## src/rtl/hex_scan_pkg.sv

```systemverilog
// Shared types and the hex-to-seven-segment pattern table for the scanned display.
package hex_scan_pkg;

    localparam int SEG_W = 7;

    typedef enum logic {
        GAP  = 1'b0,
        SHOW = 1'b1
    } scan_state_e;

    // Active-high pattern, index 0 = segment a ... index 6 = segment g.
    function automatic logic [0:SEG_W-1] hex_pattern(input logic [3:0] nib);
        case (nib)
            4'h0:    hex_pattern = 7'b1111110;
            4'h1:    hex_pattern = 7'b0110000;
            4'h2:    hex_pattern = 7'b1101101;
            4'h3:    hex_pattern = 7'b1111001;
            4'h4:    hex_pattern = 7'b0110011;
            4'h5:    hex_pattern = 7'b1011011;
            4'h6:    hex_pattern = 7'b1011111;
            4'h7:    hex_pattern = 7'b1110000;
            4'h8:    hex_pattern = 7'b1111111;
            4'h9:    hex_pattern = 7'b1110011;
            4'hA:    hex_pattern = 7'b1110111;
            4'hB:    hex_pattern = 7'b0011111;
            4'hC:    hex_pattern = 7'b1001110;
            4'hD:    hex_pattern = 7'b0111101;
            4'hE:    hex_pattern = 7'b1001111;
            default: hex_pattern = 7'b1000111;
        endcase
    endfunction

endpackage

```

## src/rtl/hex_seg_decode.sv

```systemverilog
// Combinational nibble to active-high seven-segment pattern (a..g).
module hex_seg_decode
    import hex_scan_pkg::*;
(
    input  logic [3:0]       nibble,
    output logic [0:SEG_W-1] seg
);

    always_comb begin
        seg = hex_pattern(nibble);
    end

endmodule

```

## src/rtl/hex_scan_display.sv

```systemverilog
// Time-multiplexed seven-segment scanner with gap insertion and frame-synchronous updates.
// Optional leading-zero blanking is enabled by defining HEX_SCAN_LZ_BLANK_EN.
module hex_scan_display
    import hex_scan_pkg::*;
#(
    parameter int unsigned DIGITS         = 4,
    parameter int unsigned SLOT_CYCLES    = 50000,
    parameter int unsigned GAP_CYCLES     = 500,
    parameter bit          SEG_ACTIVE_LOW = 1'b1,
    parameter bit          DIG_ACTIVE_LOW = 1'b1
) (
    input  logic                  clk,
    input  logic                  rst_n,
    input  logic [4*DIGITS-1:0]   value,
    input  logic [DIGITS-1:0]     dp,
    input  logic                  load,
    output logic [0:SEG_W-1]      seg,
    output logic                  seg_dp,
    output logic [DIGITS-1:0]     dig_en,
    output logic                  frame_done
);

    localparam int CNT_W = (SLOT_CYCLES > 1) ? $clog2(SLOT_CYCLES) : 1;
    localparam int IDX_W = (DIGITS > 1) ? $clog2(DIGITS) : 1;
    localparam logic [CNT_W-1:0] SLOT_LAST = CNT_W'(SLOT_CYCLES - 1);
    localparam logic [CNT_W-1:0] GAP_END   = CNT_W'(GAP_CYCLES);
    localparam logic [IDX_W-1:0] IDX_LAST  = IDX_W'(DIGITS - 1);

    logic [CNT_W-1:0]    cnt_q, cnt_d;
    logic [IDX_W-1:0]    idx_q, idx_d;
    logic [4*DIGITS-1:0] pend_val_q, pend_val_d;
    logic [DIGITS-1:0]   pend_dp_q, pend_dp_d;
    logic                pend_vld_q, pend_vld_d;
    logic [4*DIGITS-1:0] act_val_q, act_val_d;
    logic [DIGITS-1:0]   act_dp_q, act_dp_d;
    logic [0:SEG_W-1]    seg_q, seg_d;
    logic                seg_dp_q, seg_dp_d;
    logic [DIGITS-1:0]   dig_en_q, dig_en_d;
    logic                frame_done_q, frame_done_d;

    logic                slot_wrap;
    logic                frame_wrap;
    scan_state_e         state;
    logic [3:0]          cur_nib;
    logic                cur_dp;
    logic                cur_blank;
    logic [DIGITS-1:0]   onehot;
    logic [DIGITS-1:0]   lz_blank;
    logic [0:SEG_W-1]    dec_seg;

    hex_seg_decode u_decode (
        .nibble (cur_nib),
        .seg    (dec_seg)
    );

    always_comb begin
        slot_wrap  = (cnt_q == SLOT_LAST);
        frame_wrap = slot_wrap && (idx_q == IDX_LAST);
        cnt_d      = slot_wrap ? '0 : cnt_q + CNT_W'(1);
        idx_d      = idx_q;
        if (slot_wrap) begin
            idx_d = (idx_q == IDX_LAST) ? '0 : idx_q + IDX_W'(1);
        end
    end

    // A load on the boundary cycle stays pending: active takes the old pending first.
    always_comb begin
        pend_val_d = pend_val_q;
        pend_dp_d  = pend_dp_q;
        pend_vld_d = pend_vld_q;
        act_val_d  = act_val_q;
        act_dp_d   = act_dp_q;
        if (frame_wrap && pend_vld_q) begin
            act_val_d = pend_val_q;
            act_dp_d  = pend_dp_q;
        end
        if (load) begin
            pend_val_d = value;
            pend_dp_d  = dp;
            pend_vld_d = 1'b1;
        end else if (frame_wrap) begin
            pend_vld_d = 1'b0;
        end
    end

`ifdef HEX_SCAN_LZ_BLANK_EN
    // A digit blanks when it and every digit above it are zero; digit 0 never blanks.
    always_comb begin
        logic above_nz;
        lz_blank = '0;
        above_nz = 1'b0;
        for (int i = DIGITS - 1; i >= 1; i--) begin
            above_nz    = above_nz | (act_val_q[4*i +: 4] != 4'h0);
            lz_blank[i] = ~above_nz;
        end
    end
`else
    assign lz_blank = '0;
`endif

    always_comb begin
        state     = (cnt_q < GAP_END) ? GAP : SHOW;
        cur_nib   = 4'h0;
        cur_dp    = 1'b0;
        cur_blank = 1'b0;
        onehot    = '0;
        for (int i = 0; i < DIGITS; i++) begin
            if (idx_q == IDX_W'(i)) begin
                cur_nib   = act_val_q[4*i +: 4];
                cur_dp    = act_dp_q[i];
                cur_blank = lz_blank[i];
                onehot[i] = 1'b1;
            end
        end

        seg_d    = {SEG_W{SEG_ACTIVE_LOW}};
        seg_dp_d = SEG_ACTIVE_LOW;
        dig_en_d = {DIGITS{DIG_ACTIVE_LOW}};
        if (state == SHOW) begin
            seg_d    = (cur_blank ? '0 : dec_seg) ^ {SEG_W{SEG_ACTIVE_LOW}};
            seg_dp_d = cur_dp ^ SEG_ACTIVE_LOW;
            dig_en_d = onehot ^ {DIGITS{DIG_ACTIVE_LOW}};
        end
        frame_done_d = frame_wrap;
    end

    always_ff @(posedge clk or negedge rst_n) begin
        if (!rst_n) begin
            cnt_q        <= '0;
            idx_q        <= '0;
            pend_val_q   <= '0;
            pend_dp_q    <= '0;
            pend_vld_q   <= 1'b0;
            act_val_q    <= '0;
            act_dp_q     <= '0;
            seg_q        <= {SEG_W{SEG_ACTIVE_LOW}};
            seg_dp_q     <= SEG_ACTIVE_LOW;
            dig_en_q     <= {DIGITS{DIG_ACTIVE_LOW}};
            frame_done_q <= 1'b0;
        end else begin
            cnt_q        <= cnt_d;
            idx_q        <= idx_d;
            pend_val_q   <= pend_val_d;
            pend_dp_q    <= pend_dp_d;
            pend_vld_q   <= pend_vld_d;
            act_val_q    <= act_val_d;
            act_dp_q     <= act_dp_d;
            seg_q        <= seg_d;
            seg_dp_q     <= seg_dp_d;
            dig_en_q     <= dig_en_d;
            frame_done_q <= frame_done_d;
        end
    end

    assign seg        = seg_q;
    assign seg_dp     = seg_dp_q;
    assign dig_en     = dig_en_q;
    assign frame_done = frame_done_q;

endmodule

```

## config.mk

```make
export PLATFORM = sky130hd
export DESIGN_NAME = hex_scan_display
export DESIGN_NICKNAME = d
export VERILOG_FILES = /design/src/rtl/hex_scan_pkg.sv /design/src/rtl/hex_seg_decode.sv /design/src/rtl/hex_scan_display.sv
export SDC_FILE = /design/constraint.sdc
export NUM_CORES = 1
export LEC_CHECK = 0
export CORE_MARGIN = 5
export CORE_UTILIZATION = 45
export CTS_CLUSTER_SIZE = 28
export DETAILED_ROUTE_END_ITERATION = 8
export GPL_TIMING_DRIVEN = 0
export PLACE_DENSITY = 0.68
export SYNTH_ARGS = -nofsm -noshare
export SYNTH_HDL_FRONTEND = slang
export SYNTH_SLANG_ARGS = --single-unit
```

## constraint.sdc

```tcl
create_clock -name clk -period 2.3 [get_ports clk]
set_input_delay 0.46 -clock clk [delete_from_list [all_inputs] [get_ports clk]]
set_output_delay 0.46 -clock clk [all_outputs]
set_load 0.005 [all_outputs]
```

== After elaboration in Yosys (flattened, before gate mapping) ==
Memory sizes are Yosys's and may differ from the RTL's.
Cells that the tools add are included.

* $mul: 0
* Add/subtract/negate cells: 2
* Divide/modulo/power cells: 0
* Shift-type cells: 0
* Equality and inequality tests: 4
* Reduce and logical (&&, ||, !) cells: 4
* Muxes and demuxes: 19
* Bitwise logic cells: 3
* Magnitude comparators: 1

{| class="wikitable"
|+ Operator list
! operator !! number
|-
| $mux W4 || 5
|-
| $add A16 B1 Y16 const B || 1
|-
| $eq A16 B16 Y1 const B || 1
|-
| $lt A16 B9 Y1 const B || 1
|-
| $mux W16 || 1
|-
| $mux W1 || 11
|-
| $mux W7 || 1
|-
| $not A7 Y7 || 1
|-
| $eq A2 B2 Y1 const B || 2
|-
| $not A4 Y4 || 1
|-
| $add A2 B1 Y2 const B || 1
|-
| $eq A2 B1 Y1 const B || 1
|-
| $logic_and A1 B1 Y1 || 2
|-
| $logic_not A2 Y1 || 1
|-
| $mux W2 || 1
|-
| $reduce_bool A2 Y1 || 1
|-
| $not A1 Y1 || 1
|}

* Latch bits: 0
* Output and inout port bits: 13
* Memories kept: 1
* ROM bits: 112
* Bits in writable memories: 0
* Flip-flop bits (word level): 72
* Logic and storage cells: 45

{| class="wikitable"
|+ Memory list
! memory !! words !! width !! rd ports !! clocked after Yosys merged registers in !! wr ports !! RTL line !! source
|-
| (no name shown) || 16 || 7 || 1 || 0 || 0 || hex_scan_pkg.sv:13 || <nowiki>case (nib)</nowiki>
|}

== Logic depth before layout (Yosys ltp) ==
Gate-level depths: netlist of run 1.
An unclocked memory read counts as a cell.

* Depth in word-level cells: 8
* Depth in mapped cells: 11

== Hierarchy ==
From an unflattened synthesis of run 1, not the netlist that was laid out.

* Cells, all modules: 265
* Area, all modules: 3,333.2 sq um

{| class="wikitable"
|+ Modules (own cells, without submodules)
! module !! instances !! area each (sq um) !! cells each !! sequential area each (sq um)
|-
| hex_scan_display || 1 || 3,049.2 || 224 || 1,816.7
|-
| hex_seg_decode || 1 || 284.0 || 41 || 0.0
|}

== Worst setup path after synthesis of run 1 ==
Ideal clock, no wire load.

* Kind: register -> register
* Start: reg idx_q[1]
* End: reg seg_q (netlist bit seg[3])
* Path slack: -0.190 ns
* Clock period less this slack: 2.490 ns
* Data required time: 2.221 ns
* Library setup time: 0.079 ns
* Stages on the path, launching flop included: 12
* Arrival: 2.411 ns
* Cells stage by stage: dfrtp_1 inv_1 ha_1 clkbuf_1 nor2b_1 a221o_1 a22oi_1 inv_1 ha_1 nor2_1 a22o_1 o21ai_0

* Longest elaborated chain between the ends: 8

{| class="wikitable"
|+ RTL lines
! what !! RTL line !! source
|-
| start, declared || hex_scan_display.sv:30 || <nowiki>logic [IDX_W-1:0] idx_q, idx_d;</nowiki>
|-
| start signal, assigned || hex_scan_display.sv:142 || <nowiki>idx_q <= idx_d;</nowiki>
|-
| $logic_not A2 Y1 || hex_scan_display.sv:108 || <nowiki>if (idx_q == IDX_W'(i)) begin</nowiki>
|-
| $mux W4 (3 in series) || hex_scan_display.sv:108 ||
|-
| $mux W4 (*) || hex_scan_display.sv:108 ||
|-
| $mem_v2 Z16 W7 (*) || -- ||
|-
| $not A7 Y7 (no source line) (*) || -- ||
|-
| $mux W7 (*) || hex_scan_display.sv:119 || <nowiki>if (state == SHOW) begin</nowiki>
|-
| net seg_d (one bit) || hex_scan_display.sv:36 || <nowiki>logic [0:SEG_W-1] seg_q, seg_d;</nowiki>
|-
| end signal, assigned || hex_scan_display.sv:136 || <nowiki>seg_q <= {SEG_W{SEG_ACTIVE_LOW}};</nowiki>
|-
| end signal, assigned || hex_scan_display.sv:148 || <nowiki>seg_q <= seg_d;</nowiki>
|-
| end, declared || hex_scan_display.sv:36 ||
|}

The timed path passes the listed nets; every way through them passes the cells marked *.
A chain may end at the register's enable or synchronous reset.

== Worst setup path after layout of run 1 ==
* Start: reg idx_q[0]
* End: reg seg_q (netlist bit seg[3])

Same word-level chain as after synthesis.

==> out/results.ini, run 1 <==
[floorplanning]
die_area_sq_um=9213
rows=31
core-area_sq_um=7214
dieWidth_um=95.99
fp.dieH_um=95.99
start_util_pct=46.12
io_pins=36

[sta]
period_needed_ns=2.247
whs_ns=0.2195
max_freq_mhz=445.0
rsz0062_at_grt=yes
drv_slew=0
fin_setup_tns_ns=0
relSlewSlack_pct=39.31
finalSetupViolCount=0
worst_slack_ns=0.05267
worst_pin_slew_ns=0.9104
finalClockSkew_ns=0.008064
finalHoldViolCount=0
period_share_pct=97.71

[critical_path]
slowest_stage=dfrtp_2
reg2regPathDepth=10
crit_arrival_ns=2.52
r2r-end=seg[3]
worstSetupEndpointType=register
start_kind=register
timing.rr.start=idx_q[0]
crit_path_max_fanout=10
required_ns=2.58
reg2reg_slack_ns=0.05
cp_slowest_stage_delay_ns=0.41
worst-setup-path-type=reg -> reg
crit_chain=inv_2 -> ha_1 -> buf_4 -> a221o_1 -> a22oi_2 -> inv_2 -> ha_4 -> nor2_1 -> a22o_1 -> o21ai_2
critPathMostFrequentCell=inv_2

[cts]
cts_buffers=9
clkTransAtPathRegs_ns=0.08
clkSinkCount=72
cts_tree=yes
holdBufCountCts=0
clockBufferDepth=2
cts_root_buf=clkbuf_8
insertion_delay_ns=0.34
htree_levels=3

[final_layout]
fin_nets=348
diodes=0
areaGrowthSynthToFinish_pct=26.29
layout_common_cells=59 x dfrtp_1, 34 x clkdlybuf4s50_1, 21 x nand2_1
drive_gt1_share_pct=33.23
n_fill_cell=622
final_cell_area_sq_um=4202
fin_cells=418
final_common_cell=dfrtp_1
post-route-util_pct=58.24

[place]
gp_congestion=0.7571
dp_hpwl_um=4197
placed_cell_area_sq_um=3810
port-buffer-count=35
pre_cts_ws_ns=-0.4639
dp.cells=394

[route]
firstDrtPassIters=4
postRouteAntennaNets=0
route.vias.total=2104
avgViaCountPerCell=5.033
first_iter_violations=77
wl_per_cell_um=14.89
wirelength_um=6225
drc=0

[logic_synthesis]
syn_inst=260
synthDistinctLibCells=42
ys_ff_latch=72
syn_area_sq_um=3327
synth_top_flop_cell=dfrtp_1
synth_enable_flop_cells=0
yosysWarnings=0
async_flop_share_pct=100.0
syn_area_per_cell_sq_um=12.80
synth_fp_nets=294
yosysSeqAreaShare_pct=54.61

[worst_hold_path]
worstHoldPathType=in -> async

[global_route]
grt_max_degree=73
antenna_found_initial=0
grt_pass1_vias=2166
grt_overflow=0
grt_pass1_wl_um=10500
grt_usage_pct=15.12

[power_and_ir_drop]
p_leak_nw=1.775
power.total_mw=2.412
p_per_area_nw_per_um2=574.2
ir_drop_mv=0.4374

[status]
status=finished, final reports clean

[run]
max-cap-violations=0

[per-layer routing]
layer / GRT usage, % / vias to the layer above / part of all wire [%]
li1: - / 1023 / -
met1: 19.70 / 1040 / 48
met3: 5.473 / 6 / 3.8
met2: 23.58 / 35 / 47
met4: 4.621 / 0 / 1.2
met5: 0 / - / 0
[worst max path at each step]
stage / startpoint / end / slack (ns) / cells after the start
3_5_place_dp: idx_q[1] / seg[3] / -0.46 / 11
5_1_grt: idx_q[1] / seg[3] / -0.06 / 11
2_1_floorplan: idx_q[0] / seg[3] / 0.01 / 10
6_report: idx_q[0] / seg[3] / 0.05 / 10
4_1_cts: idx_q[1] / seg[3] / 0.008 / 11
3_3_place_gp: rst_n / pend_val_q[11] / -1.63 / 1
[critical path, delay by kind of cell, from the launching register on]
| family | cells | cell delay, ns |
|---|---|---|
| buf+inv | 3 | 0.35 |
| fa+ha+maj | 2 | 0.52 |
| simple gates | 1 | 0.05 |
| compound gates | 4 | 0.86 |
| flops | 1 | 0.41 |
[cell usage after synthesis, types with 2 or more instances]
cell	instances	share of area, %
a21oi_1	3	0.45
a221oi_1	2	0.53
xnor2_1	10	2.6
nand3_1	7	1.1
inv_1	9	1.0
nor2b_1	7	1.3
nand3b_1	2	0.45
mux2_2	20	6.8
a211oi_1	4	0.90
dfrtp_1	60	45
o21ai_0	6	0.90
clkbuf_1	7	0.79
o221ai_1	2	0.53
mux2_4	20	9.0
xor2_1	5	1.3
a221o_1	3	0.90
o31ai_1	2	0.45
nand4_1	2	0.38
buf_12	2	1.2
nor3b_1	2	0.45
nor4_1	4	0.75
nor3_1	2	0.30
mux2i_1	3	0.90
nand2_1	21	2.4
dfstp_2	12	9.5
ha_1	11	4.1
nor2_1	17	1.9
[report_power, final]
group,internal (mW),switching (mW)
Clock,0.500,0.485
Sequential,1.30,0.0188
Combinational,0.0646,0.0433
Total,1.87,0.547
[flip-flops by register name, summed over array words and instances, names as in the netlist]
| signal | flops |
|---|---|
| seg | 7 |
| pend_vld_q | 1 |
| frame_done | 1 |
| seg_dp | 1 |
| pend_val_q | 16 |
| pend_dp_q | 4 |
| act_dp_q | 4 |
| cnt_q | 16 |
| act_val_q | 16 |
| dig_en | 4 |
| idx_q | 2 |
[area by class of cell]
| class | instances | area (sq um) | share of cell area [%] |
|---|---|---|---|
| flip-flops and latches | 72 | 1818 | 43.27 |
| well taps | 99 | 123.9 | 2.948 |
| clock buffers | 9 | 123.9 | 2.948 |
| multi-input cells | 169 | 1528 | 36.36 |
| plain buffers | 10 | 93.84 | 2.233 |
| repair buffers | 43 | 407.9 | 9.708 |
| clock inverters | 7 | 72.57 | 1.727 |
| inverters | 9 | 33.78 | 0.8040 |
[cells by family (layout without fill, tap and decap cells)]
kind of cell	Yosys count	count (layout)	synth area share (%)
multiplexers	43	43	16.70
AND/OR/NAND/NOR	73	73	11.58
XOR/XNOR	15	15	3.949
AO/OA/AOI/OAI	27	27	5.867
buffers and inverters	19	78	3.159
flip-flops	72	72	54.61
adder cells (fa/ha/maj)	11	11	4.137
[timing repair]
item,4_1_cts,5_1_grt
gates resized for setup,17,19
buffers inserted,3,5
cloned,0,0
endpoints found under the hold margin,0,0
endpoints found under the setup margin,27,26
pin swaps,3,10
No activity file was read; power rests on OpenSTA's default activity.
==> run 2, diff against run 1 <==
--- a/config.mk
+++ b/config.mk
@@ -10,6 +10,7 @@
 export CTS_CLUSTER_SIZE = 28
 export DETAILED_ROUTE_END_ITERATION = 8
 export GPL_TIMING_DRIVEN = 0
+export HOLD_SLACK_MARGIN = 0.02
 export PLACE_DENSITY = 0.68
 export SYNTH_ARGS = -nofsm -noshare
 export SYNTH_HDL_FRONTEND = slang
==> results of run 2 <==
The final DEF is identical to that of run 1; final timing and power are the same.
